### src/rtl/us_timer.sv
// us_timer: microsecond timeout timer with one-shot and periodic modes.
module us_timer #(
  parameter int CNT_W = 16,
  parameter int PRD_W = 8
) (
  input  logic             clk_sys,
  input  logic             rst_n,
  input  logic             pluse_us,
  input  logic             start,
  input  logic             stop,
  input  logic             mode,
  input  logic [CNT_W-1:0] len_us,
  output logic             busy,
  output logic             done,
  output logic [CNT_W-1:0] cnt_us,
  output logic [PRD_W-1:0] prd_cnt
);
  localparam logic [0:0] IDLE = 1'b0;
  localparam logic [0:0] RUN  = 1'b1;
  logic [0:0]       state;
  logic [CNT_W-1:0] len_reg;
  logic             mode_reg;
  logic [CNT_W-1:0] cnt_nx;
  logic             term;
  assign cnt_nx = cnt_us + 1'b1;
  assign term   = (state == RUN) && pluse_us && (cnt_nx == len_reg);
  assign busy   = state;
  always_ff @(posedge clk_sys or negedge rst_n) begin
    if (!rst_n) begin
      state    <= IDLE;
      done     <= 1'b0;
      cnt_us   <= '0;
      prd_cnt  <= '0;
      len_reg  <= '0;
      mode_reg <= 1'b0;
    end else if (stop) begin
      state <= IDLE;
      done  <= 1'b0;
    end else if (start) begin
      // a zero-length start expires immediately without entering RUN
      state    <= (len_us == '0) ? IDLE : RUN;
      done     <= (len_us == '0);
      len_reg  <= len_us;
      mode_reg <= mode;
      cnt_us   <= '0;
      prd_cnt  <= (len_us == '0) ? PRD_W'(1) : '0;
    end else if (term) begin
      state   <= mode_reg ? RUN : IDLE;
      done    <= 1'b1;
      cnt_us  <= mode_reg ? '0 : len_reg;
      prd_cnt <= prd_cnt + 1'b1;
    end else begin
      done   <= 1'b0;
      cnt_us <= (state == RUN && pluse_us) ? cnt_nx : cnt_us;
    end
  end
endmodule

### config.mk
export PLATFORM = sky130hd
export DESIGN_NAME = us_timer
export DESIGN_NICKNAME = d
export VERILOG_FILES = /design/src/rtl/us_timer.sv
export SDC_FILE = /design/constraint.sdc
export NUM_CORES = 1
export LEC_CHECK = 0
export ABC_AREA = 1
export CAP_MARGIN = 25
export CORE_AREA = 3 3 85 87
export CTS_CLUSTER_DIAMETER = 80
export DETAILED_ROUTE_END_ITERATION = 8
export DIE_AREA = 0 0 88 90
export DONT_BUFFER_PORTS = 1
export SLEW_MARGIN = 25
export SYNTH_ARGS = -nofsm -noshare
export SYNTH_HDL_FRONTEND = slang
export SYNTH_SLANG_ARGS = --single-unit
### constraint.sdc
create_clock -name clk_sys -period 2.2 [get_ports clk_sys]
set_clock_uncertainty 0.1 [all_clocks]
set_input_delay 0.44 -clock clk_sys [delete_from_list [all_inputs] [get_ports clk_sys]]
set_output_delay 0.44 -clock clk_sys [all_outputs]
set_load 0.005 [all_outputs]
Word level (Yosys, flattened, before mapping)
Cells that the tools add are included.
{ "totals": {"reg_bits": 43, "input_bits": 22} }
{ "classes": {"n_addsub": 2, "n_eq_ne": 1, "mux": 15, "n_bitwise": 1, "n_reduce_logical": 9} }
{ "ops": {"columns": ["op", "count"], "rows": [
  ["$mux W16", 4],
  ["$add A16 B1 Y16 const B", 1],
  ["$eq A16 B16 Y1", 1],
  ["$logic_not A16 Y1", 1],
  ["$mux W8", 2],
  ["$mux W1", 9],
  ["$add A8 B1 Y8 const B", 1],
  ["$reduce_and A2 Y1", 3],
  ["$reduce_bool A3 Y1", 2],
  ["$logic_and A1 B1 Y1", 2],
  ["$reduce_bool A2 Y1", 1],
  ["$not A1 Y1", 1]
]} }

Longest topological paths before layout
Gate-level depths: netlist of run 1.
{ "logic_depth": {"word_depth": 6, "mapped_depth": 16, "mapped_depth_nobuf": 16} }

Least setup slack after synthesis of run 1
OpenSTA, ideal clock, no wires.
{ "synth_timing": {"path_type": "reg2reg", "startpoint": "reg cnt_us[0]", "endpoint": "reg prd_cnt[5]", "setup_ns": 0.117, "t_arrival_ns": 1.965, "required_time_ns": 1.983, "setup_slack_ns": 0.018, "stages_incl_launch_ff": 15, "n_path_buf": 0, "period_less_slack_ns": 2.182, "path_cell_list": "dfrtp_1 ha_1 nand3_1 nor2_1 nand4_1 nand2_1 nand2_1 nand2_1 nand2_1 nor2_4 nand3_4 nand2_4 nand2_4 nand2_1 nand2_1"} }
{ "synth_via": {"elab_chain_cells": 5} }
{ "synth_lines": {"columns": ["element", "line", "rtl"], "rows": [
  ["from (decl)", "15", "output logic [CNT_W-1:0] cnt_us,"],
  ["from (signal assigned)", "50", "cnt_us <= mode_reg ? '0 : len_reg;"],
  ["from (signal assigned)", "54", "cnt_us <= (state == RUN && pluse_us) ? cnt_nx : cnt_us;"],
  ["$add A16 B1 Y16", "25", "assign cnt_nx = cnt_us + 1'b1;"],
  ["$eq A16 B16 Y1", "26", "assign term = (state == RUN) && pluse_us && (cnt_nx == len_reg);"],
  ["$logic_and A1 B1 Y1", "26", null],
  ["$reduce_bool A2 Y1 (no line)", null, null],
  ["$reduce_and A2 Y1 (no line)", null, null],
  ["to (signal assigned)", "46", "prd_cnt <= (len_us == '0) ? PRD_W'(1) : '0;"],
  ["to (signal assigned)", "51", "prd_cnt <= prd_cnt + 1'b1;"],
  ["to (decl)", "16", "output logic [PRD_W-1:0] prd_cnt"]
]} }
No other way between the ends.
A chain may end at the register's enable or synchronous reset.

Worst setup path in the final report of run 1
{ "layout_timing": {"startpoint": "reg cnt_us[1]", "endpoint": "reg prd_cnt[3]"} }
Same word-level chain as after synthesis.

==> impl_metrics.json, run 1 <==
{
  "total_power_mw": 1.98,
  "async_flop_share_pct": 100,
  "htree_levels": 2,
  "layout_common_cells": "nand2_1, nand3_1, inv_1",
  "grt-ovfl-total": 0,
  "hold_viol_final": 0,
  "startpoint_type": "flip-flop",
  "fin_crit_sh_pct": 105,
  "die_w_um": 88,
  "yosysWarningCount": 0,
  "die_y_um": 90,
  "ff2ff_setup_slack_ns": -0.11,
  "hold_class": "primary input to flip-flop",
  "clkTransAtPathRegs_ns": 0.08,
  "synth.cell_area_um2": 3010,
  "slew_headroom_pct": 56.5,
  "final_common_cell": "nand2_1",
  "rr_worst_depth": 14,
  "syn-num-nets": 486,
  "yosysSeqAreaShare_pct": 35.7,
  "pin_count": 48,
  "num_rows": 29,
  "run_status": "finished, violations left",
  "wl_um": 8740,
  "wl_met1_um": 4110,
  "routabilityCongestion": 0.864,
  "ys_types": 32,
  "drc_errors": 0,
  "critPathLaunch": "cnt_us[1]$_DFFE_PN0P_",
  "crit_type": "flip-flop to flip-flop",
  "root_buffer": "clkbuf_8",
  "drtPass1Iterations": 5,
  "grt_max_degree": 44,
  "power.leakage_nw": 1.99,
  "peakVddDrop_v": 0.000309,
  "vias_per_cell": 5.34,
  "synth.area.top_cells": "dfrtp_1, nand2_1, nand3_1",
  "postSynthAreaPerCell_um2": 6.52,
  "final_core_util_pct": 61.9,
  "hpwlAfterDp_um": 6220,
  "core_region_area_um2": 6420,
  "drt-initial-drc-count": 191,
  "numCtsBuffers": 5,
  "area.growth.synth_to_final_pct": 31.9,
  "synthCells": 462,
  "worst_slack_ns": -0.109,
  "ant_nets": 0,
  "clock-sinks": 43,
  "netlist.area_leader.share_pct": 35.7,
  "p_per_area_nw_per_um2": 499,
  "highest_layer": "met4",
  "wl_per_cell_um": 14.9,
  "rsz0062_at_grt": "yes",
  "worstHoldStart": "mode",
  "setup-violations-final": 26,
  "diodes": 0,
  "io_buffers": 0,
  "nets": 534,
  "clk_latency_ns": 0.30,
  "grt_usage_pct": 22.7,
  "clock.fmax_mhz": 433,
  "maxCapViolCount": 0,
  "hold_depth": 2,
  "vias": 3138,
  "ys.flop_type": "dfrtp_1",
  "synth_seq_cells": 43,
  "synth_top_area_cell": "dfrtp_1",
  "whs_endpoint": "mode_reg$_DFFE_PN0P_",
  "crit_path_end_kind": "flip-flop",
  "clk_path_buf_depth": 2,
  "wl_met3_um": 362,
  "start_util_pct": 46.9,
  "cp.arrival_ns": 2.45,
  "dpl.cell_count": 568,
  "final_cells": 588,
  "tns_ns": -1.55,
  "grt_pass1_wl_um": 14400,
  "cts_tree": "done",
  "antenna_found_initial": 0,
  "worstReg2RegEnd": "prd_cnt[3]$_DFFE_PN0P_",
  "tightest_slew_ns": 0.651,
  "grt_pass1_vias": 3002,
  "pre_cts_slack_ns": -0.149,
  "cp.required_ns": 2.34,
  "final_max_slew_viol_count": 0,
  "wl_met2_um": 4120,
  "r2r_start": "cnt_us[1]$_DFFE_PN0P_",
  "crit_fanout": 8,
  "drive_above_1_share_pct": 25.2,
  "violations": "setup timing",
  "synth-edff-count": 0,
  "die_area_um2": 7920,
  "period_minus_slack_ns": 2.31
}
==> critical path: stages, from the launching register on <==
cell and delay [ns]:
dfrtp_1 0.41, buf_6 0.15, nand2_2 0.07, nor2_4 0.11
buf_12 0.15, nand2_4 0.06, buf_6 0.12, xnor3_1 0.24
nand3_2 0.10, nor2_4 0.16, nand3_4 0.16, nand2_8 0.14
clkbuf_16 0.15, nand3_1 0.07, nand2_1 0.06
==> metrics by stage <==
| step | instance area, µm² | hold WS [ns] |
|---|---|---|
| 2_1_floorplan | 3010 | 0.0444 |
| 3_3_place_gp | 3370 | 0.0455 |
| 3_5_place_dp | 3370 | 0.0453 |
| 4_1_cts | 3640 | 0.195 |
| 5_1_grt | 3970 | 0.199 |
| 6_report | 3970 | 0.204 |
==> cells in the mapped netlist, types with 2 or more instances <==
cell	number
xor2_1	3
inv_1	50
nor3_1	4
nor3b_1	2
nand3b_1	4
nand3_1	73
ha_1	2
nand2_2	5
nor2_1	30
xnor2_1	2
clkbuf_1	7
nor2_4	4
nor2_2	3
nand4_1	12
nand2_4	2
dfrtp_1	43
nand3_2	2
o21ai_0	19
and3_1	2
nand2_1	177
a21oi_1	4
buf_2	2
==> layout make-up <==
cell class	instances	area [µm²]
clock buffer	6	72.6
clock inverter	2	60.1
fill	585	2450
inverter	52	198
multi-input combinational	356	1980
sequential	43	1080
tap	77	96.3
timing repair buffer	52	489
==> layer usage <==
layer	track usage, %	vias up
met4	7.93	0
met5	0	-
li1	-	1577
met2	33.9	92
met1	33.3	1457
met3	3.02	12
==> logic make-up (layout without fill, tap and decap cells) <==
logic type / after synthesis / in the layout / share of synthesized area, %
fa+ha+maj: 2 / 2 / 0.830
flops: 43 / 43 / 35.7
simple gates: 322 / 322 / 48.3
buf+inv: 63 / 112 / 8.31
xor+xnor: 6 / 6 / 2.20
compound gates: 26 / 26 / 4.61
==> where the power goes <==
| part | leakage (nW) | total (mW) | switching [mW] | internal, mW |
|---|---|---|---|---|
| Clock | 0.0654 | 0.740 | 0.286 | 0.454 |
| Combinational | 1.36 | 0.322 | 0.197 | 0.125 |
| Sequential | 0.564 | 0.919 | 0.0760 | 0.843 |
| Total | 1.99 | 1.98 | 0.559 | 1.42 |
==> worst max path at each step <==
| stage | to | slack [ns] | depth (start not counted) |
|---|---|---|---|
| detailed placement | prd_cnt[2]$_DFFE_PN0P_ | -0.15 | 16 |
| global placement | cnt_us[10]$_DFFE_PN0P_ | -0.12 | 15 |
| finish | prd_cnt[3]$_DFFE_PN0P_ | -0.11 | 14 |
| floorplan | prd_cnt[5]$_DFFE_PN0P_ | 0.02 | 14 |
| global route | prd_cnt[3]$_DFFE_PN0P_ | -0.18 | 15 |
| CTS | cnt_us[10]$_DFFE_PN0P_ | 0.00005 | 16 |
==> repair_timing <==
item,CTS,global route
setup buffers,5,4
hold buffers,2,0
pin swaps,5,40
gates resized for setup,18,62
setup endpoints to repair,26,26
cloned,0,1
endpoints found under the hold margin,43,0
No activity file was read; power rests on OpenSTA's default activity.
==> run 2: changes to the inputs <==
- HOLD_SLACK_MARGIN: default -> 0.02
- PLACE_DENSITY: default -> 0.67
==> impl_metrics.json, run 2 (synthesis results as in run 1) <==
{
  "numCtsBuffers": 5,
  "hpwlAfterDp_um": 6050,
  "grt_max_degree": 44,
  "grt_pass1_wl_um": 13500,
  "cts_tree": "done",
  "ff2ff_setup_slack_ns": -0.02,
  "vias_per_cell": 5.28,
  "clkTransAtPathRegs_ns": 0.09,
  "pin_count": 48,
  "drt-initial-drc-count": 206,
  "routabilityCongestion": 0.927,
  "hold_class": "primary input to flip-flop",
  "clock-sinks": 43,
  "cp.required_ns": 2.34,
  "start_util_pct": 46.9,
  "final_core_util_pct": 58.0,
  "wl_um": 8240,
  "drtPass1Iterations": 5,
  "hold_viol_final": 0,
  "worstReg2RegEnd": "cnt_us[7]$_DFFE_PN0P_",
  "critPathMaxStageDelay_ns": 0.48,
  "htree_levels": 2,
  "clk_latency_ns": 0.30,
  "nets": 535,
  "rsz0062_at_grt": "yes",
  "run_status": "finished, violations left",
  "period_minus_slack_ns": 2.22,
  "die_w_um": 88,
  "tightest_slew_ns": 0.640,
  "antenna_found_initial": 0,
  "diodes": 0,
  "area.growth.synth_to_final_pct": 23.7,
  "crit_type": "flip-flop to flip-flop",
  "core_region_area_um2": 6420,
  "place_area_um2": 3410,
  "fillCellCount": 596,
  "crit_path_end_kind": "flip-flop",
  "die_area_um2": 7920,
  "critPathLaunch": "cnt_us[2]$_DFFE_PN0P_",
  "p_per_area_nw_per_um2": 494,
  "r2r_start": "cnt_us[2]$_DFFE_PN0P_",
  "pre_cts_slack_ns": -0.0586,
  "num_rows": 29,
  "startpoint_type": "flip-flop",
  "final_max_slew_viol_count": 0,
  "layout_common_cells": "nand2_1, nand3_1, inv_1",
  "endpoint": "cnt_us[7]$_DFFE_PN0P_",
  "die_y_um": 90,
  "grt-ovfl-total": 0,
  "clk_path_buf_depth": 2,
  "clock.fmax_mhz": 450,
  "ant_nets": 0,
  "crit_fanout": 11,
  "io_buffers": 0,
  "grt_usage_pct": 21.3,
  "grt_pass1_vias": 2837,
  "final_common_cell": "nand2_1",
  "fin_crit_sh_pct": 101,
  "power.leakage_nw": 1.90,
  "violations": "setup timing",
  "slew_headroom_pct": 57.2,
  "maxCapViolCount": 0,
  "worst_slack_ns": -0.0198,
  "cp.arrival_ns": 2.36,
  "drive_above_1_share_pct": 18.6,
  "stdcell_area_um2": 3730,
  "setup-violations-final": 5,
  "worstPathCellList": "nand2_2 > nor2_4 > buf_12 > nand2_2 > buf_6 > xnor3_1 > nand3_2 > nor2_4 > nand3_4 > buf_4 > nand2_1 > nand3_1 > nand2_1",
  "drc_errors": 0,
  "peakVddDrop_v": 0.000446,
  "rr_worst_depth": 13,
  "root_buffer": "clkbuf_8",
  "wl_per_cell_um": 14.0,
  "vias": 3102,
  "cp_slowest_cell": "dfrtp_2"
}
run 2: routing by layer:
layer	wire length, µm	GRT usage, %	part of all wire [%]
met1	3920	29.9	48
met2	3820	33.9	46
met3	396	3.11	4.8
met4	102	6.01	1.2
met5	0	0	0
run 2: cell type report:
class | instances | area, µm² | share of cell area (%)
Inverter | 52 | 195 | 5.24
Timing Repair Buffer | 52 | 458 | 12.3
Tap cell | 77 | 96.3 | 2.59
Sequential cell | 43 | 1080 | 28.9
Multi-Input combinational cell | 357 | 1790 | 48.1
Clock inverter | 2 | 37.5 | 1.01
Clock buffer | 5 | 68.8 | 1.85
run 2: metrics by stage:
stage	instances	hold WS, ns	power, mW	TNS, ns
floorplan	462	0.0444	1.10	0
global placement	572	0.0458	1.19	-0.169
detailed placement	572	0.0455	1.19	-1.00
CTS	584	0.197	1.84	-0.00176
global route	588	0.208	1.92	-3.62
finish	588	0.201	1.84	-0.0458
run 2: critical path, delay by kind of cell, from the launching register on:
family | cells | cell delay, ns
simple gates | 9 | 0.91
buf+inv | 3 | 0.47
flops | 1 | 0.48
xor+xnor | 1 | 0.21
run 2: worst min path at each step:
stage,start,endpoint,cells after the start
floorplan,rst_n,busy$_DFFE_PN0P_,0
global placement,rst_n,len_reg[7]$_DFFE_PN0P_,0
detailed placement,rst_n,len_reg[7]$_DFFE_PN0P_,0
CTS,len_us[10],len_reg[10]$_DFFE_PN0P_,2
global route,start,done$_DFF_PN0_,3
finish,len_us[10],len_reg[10]$_DFFE_PN0P_,2
run 2: repair_timing:
action / 4_1_cts / 5_1_grt
hold buffers: 2 / 0
buffers inserted: 3 / 3
setup endpoints to repair: 26 / 26
gates cloned: 0 / 1
pin swaps: 3 / 5
endpoints found under the hold margin: 43 / 0
resized for setup: 8 / 18
run 2: power breakdown:
part | total [mW] | internal (mW) | switching (mW)
Combinational | 0.306 | 0.118 | 0.188
Clock | 0.620 | 0.332 | 0.288
Sequential | 0.914 | 0.843 | 0.0712
Total | 1.84 | 1.29 | 0.547
==> run 3: changes to the inputs <==
- PLACE_DENSITY: 0.67 -> 0.59
==> impl_metrics.json, run 3 (synthesis results as in run 1) <==
{
  "core_region_area_um2": 6420,
  "whs_endpoint": "mode_reg$_DFFE_PN0P_",
  "root_buffer": "clkbuf_8",
  "crit_path_end_kind": "flip-flop",
  "grt-ovfl-total": 0,
  "r2r_start": "cnt_us[0]$_DFFE_PN0P_",
  "swShare_pct": 28.7,
  "tightest_slew_ns": 0.683,
  "ff2ff_setup_slack_ns": -0.08,
  "place_area_um2": 3380,
  "grt_pass1_wl_um": 13900,
  "whs_ns": 0.192,
  "numCtsBuffers": 5,
  "layout_common_cells": "nand2_1, nand3_1, inv_1",
  "final_max_slew_viol_count": 0,
  "num_rows": 29,
  "pin_count": 48,
  "clock.fmax_mhz": 439,
  "final_common_cell": "nand2_1",
  "ant_nets": 0,
  "grt_pass1_vias": 2804,
  "power_frac_comb_pct": 15.8,
  "clock-sinks": 43,
  "wl_um": 8830,
  "final_cells": 587,
  "cp.arrival_ns": 2.37,
  "io_buffers": 0,
  "violations": "setup timing",
  "grt_usage_pct": 21.9,
  "p_seq_share_pct": 46.2,
  "grt_max_degree": 44,
  "clkTransAtPathRegs_ns": 0.09,
  "cts_tree": "done",
  "setup-violations-final": 25,
  "wl_per_cell_um": 15.0,
  "drive_above_1_share_pct": 22.0,
  "nets": 533,
  "critPathLaunch": "cnt_us[0]$_DFFE_PN0P_",
  "clockPowerShare_pct": 37.9,
  "hold_depth": 2,
  "crit_type": "flip-flop to flip-flop",
  "worst_slack_ns": -0.0800,
  "worstHoldStart": "mode",
  "area.growth.synth_to_final_pct": 28.6,
  "antenna_found_initial": 0,
  "clk_latency_ns": 0.31,
  "start_util_pct": 46.9,
  "maxCapViolCount": 0,
  "period_minus_slack_ns": 2.28,
  "worstReg2RegEnd": "cnt_us[3]$_DFFE_PN0P_",
  "hold_class": "primary input to flip-flop",
  "diodes": 0,
  "peakVddDrop_v": 0.000343,
  "die_area_um2": 7920,
  "rr_worst_depth": 16,
  "slew_headroom_pct": 54.4,
  "power.leakage_nw": 1.97,
  "rsz0062_at_grt": "yes",
  "drt-initial-drc-count": 182,
  "htree_levels": 2,
  "die_y_um": 90,
  "cp.required_ns": 2.29,
  "fin_crit_sh_pct": 104,
  "startpoint_type": "flip-flop",
  "vias": 3067,
  "crit_fanout": 6,
  "dpl.cell_count": 567,
  "die_w_um": 88,
  "drc_errors": 0,
  "clk_path_buf_depth": 2,
  "p_per_area_nw_per_um2": 512,
  "run_status": "finished, violations left",
  "vias_per_cell": 5.22,
  "drtPass1Iterations": 4,
  "stdcell_area_um2": 3870,
  "power.switching_mw": 0.569,
  "final_core_util_pct": 60.3,
  "internal_power_mw": 1.42,
  "hpwlAfterDp_um": 6200,
  "hold_viol_final": 0,
  "routabilityCongestion": 0.803
}
==> run 3: cell types whose count changed in the layout (fill, tap and decap cells not counted), moves of 2 or more <==
cell / delta
buf_4: -8
buf_6: +6
nand2_1: -6
nand2_2: +3
nand2_4: +3
nand3_1: -10
nand3_2: +9
nor2_1: -2
==> run 3: repair_timing <==
| item | in CTS | in global routing |
|---|---|---|
| resized for setup | 18 | 38 |
| setup buffers | 4 | 6 |
| pin swaps | 7 | 34 |
| gates cloned | 0 | 1 |
| endpoints found under the setup margin | 26 | 26 |
| hold buffers | 2 | 0 |
| endpoints found under the hold margin | 43 | 0 |
==> run 3: worst max-delay path by stage <==
| stage | cells past startpoint | to | slack (ns) |
|---|---|---|---|
| after floorplan | 14 | prd_cnt[5]$_DFFE_PN0P_ | 0.02 |
| after global placement | 14 | cnt_us[15]$_DFFE_PN0P_ | -0.10 |
| after detailed placement | 15 | cnt_us[2]$_DFFE_PN0P_ | -0.11 |
| after CTS | 14 | prd_cnt[5]$_DFFE_PN0P_ | 0.000007 |
| after global routing | 17 | cnt_us[15]$_DFFE_PN0P_ | -0.22 |
| final | 16 | cnt_us[3]$_DFFE_PN0P_ | -0.08 |
==> run 3: stage by stage <==
stage | setup TNS [ns] | power (mW) | setup slack [ns]
3_3_place_gp | -1.77 | 1.19 | -0.104
2_1_floorplan | 0 | 1.10 | 0.0178
4_1_cts | 0 | 1.97 | 0.00000733
5_1_grt | -4.71 | 2.07 | -0.216
6_report | -1.40 | 1.98 | -0.0800
3_5_place_dp | -1.82 | 1.20 | -0.108
==> run 3: cell type report <==
| type | instances | area [µm²] |
|---|---|---|
| Fill cell | 598 | 2550 |
| Multi-Input combinational cell | 356 | 1880 |
| Sequential cell | 43 | 1080 |
| Timing Repair Buffer | 51 | 490 |
| Inverter | 52 | 195 |
| Tap cell | 77 | 96.3 |
| Clock buffer | 6 | 72.6 |
| Clock inverter | 2 | 60.1 |
==> run 3: metal layers <==
| layer | global-route usage [%] | share of wire (%) |
|---|---|---|
| met3 | 3.56 | 5.0 |
| met1 | 32.7 | 48 |
| met5 | 0 | 0 |
| met4 | 5.37 | 0.91 |
| met2 | 32.6 | 47 |
==> run 3: power groups by stage <==
stage	sequential [mW]	clock [mW]	combinational [mW]
floorplan	0.905	0	0.195
global placement	0.928	0	0.262
detailed placement	0.930	0	0.266
CTS	0.915	0.759	0.298
global route	0.926	0.790	0.356
finish	0.917	0.752	0.314
==> run 3: worst max-delay path: stages (launching register included) <==
cell      delay [ns]
dfrtp_1         0.42
buf_6           0.15
inv_2           0.04
nor2_4          0.12
buf_6           0.13
nand2_4         0.05
nand3b_1        0.07
nand2_1         0.06
nor2_2          0.14
nand2_1         0.08
nor2_2          0.12
nand2_1         0.09
nor2_4          0.21
buf_6           0.17
nand3_1         0.07
nand3_1         0.07
nand2_1         0.05
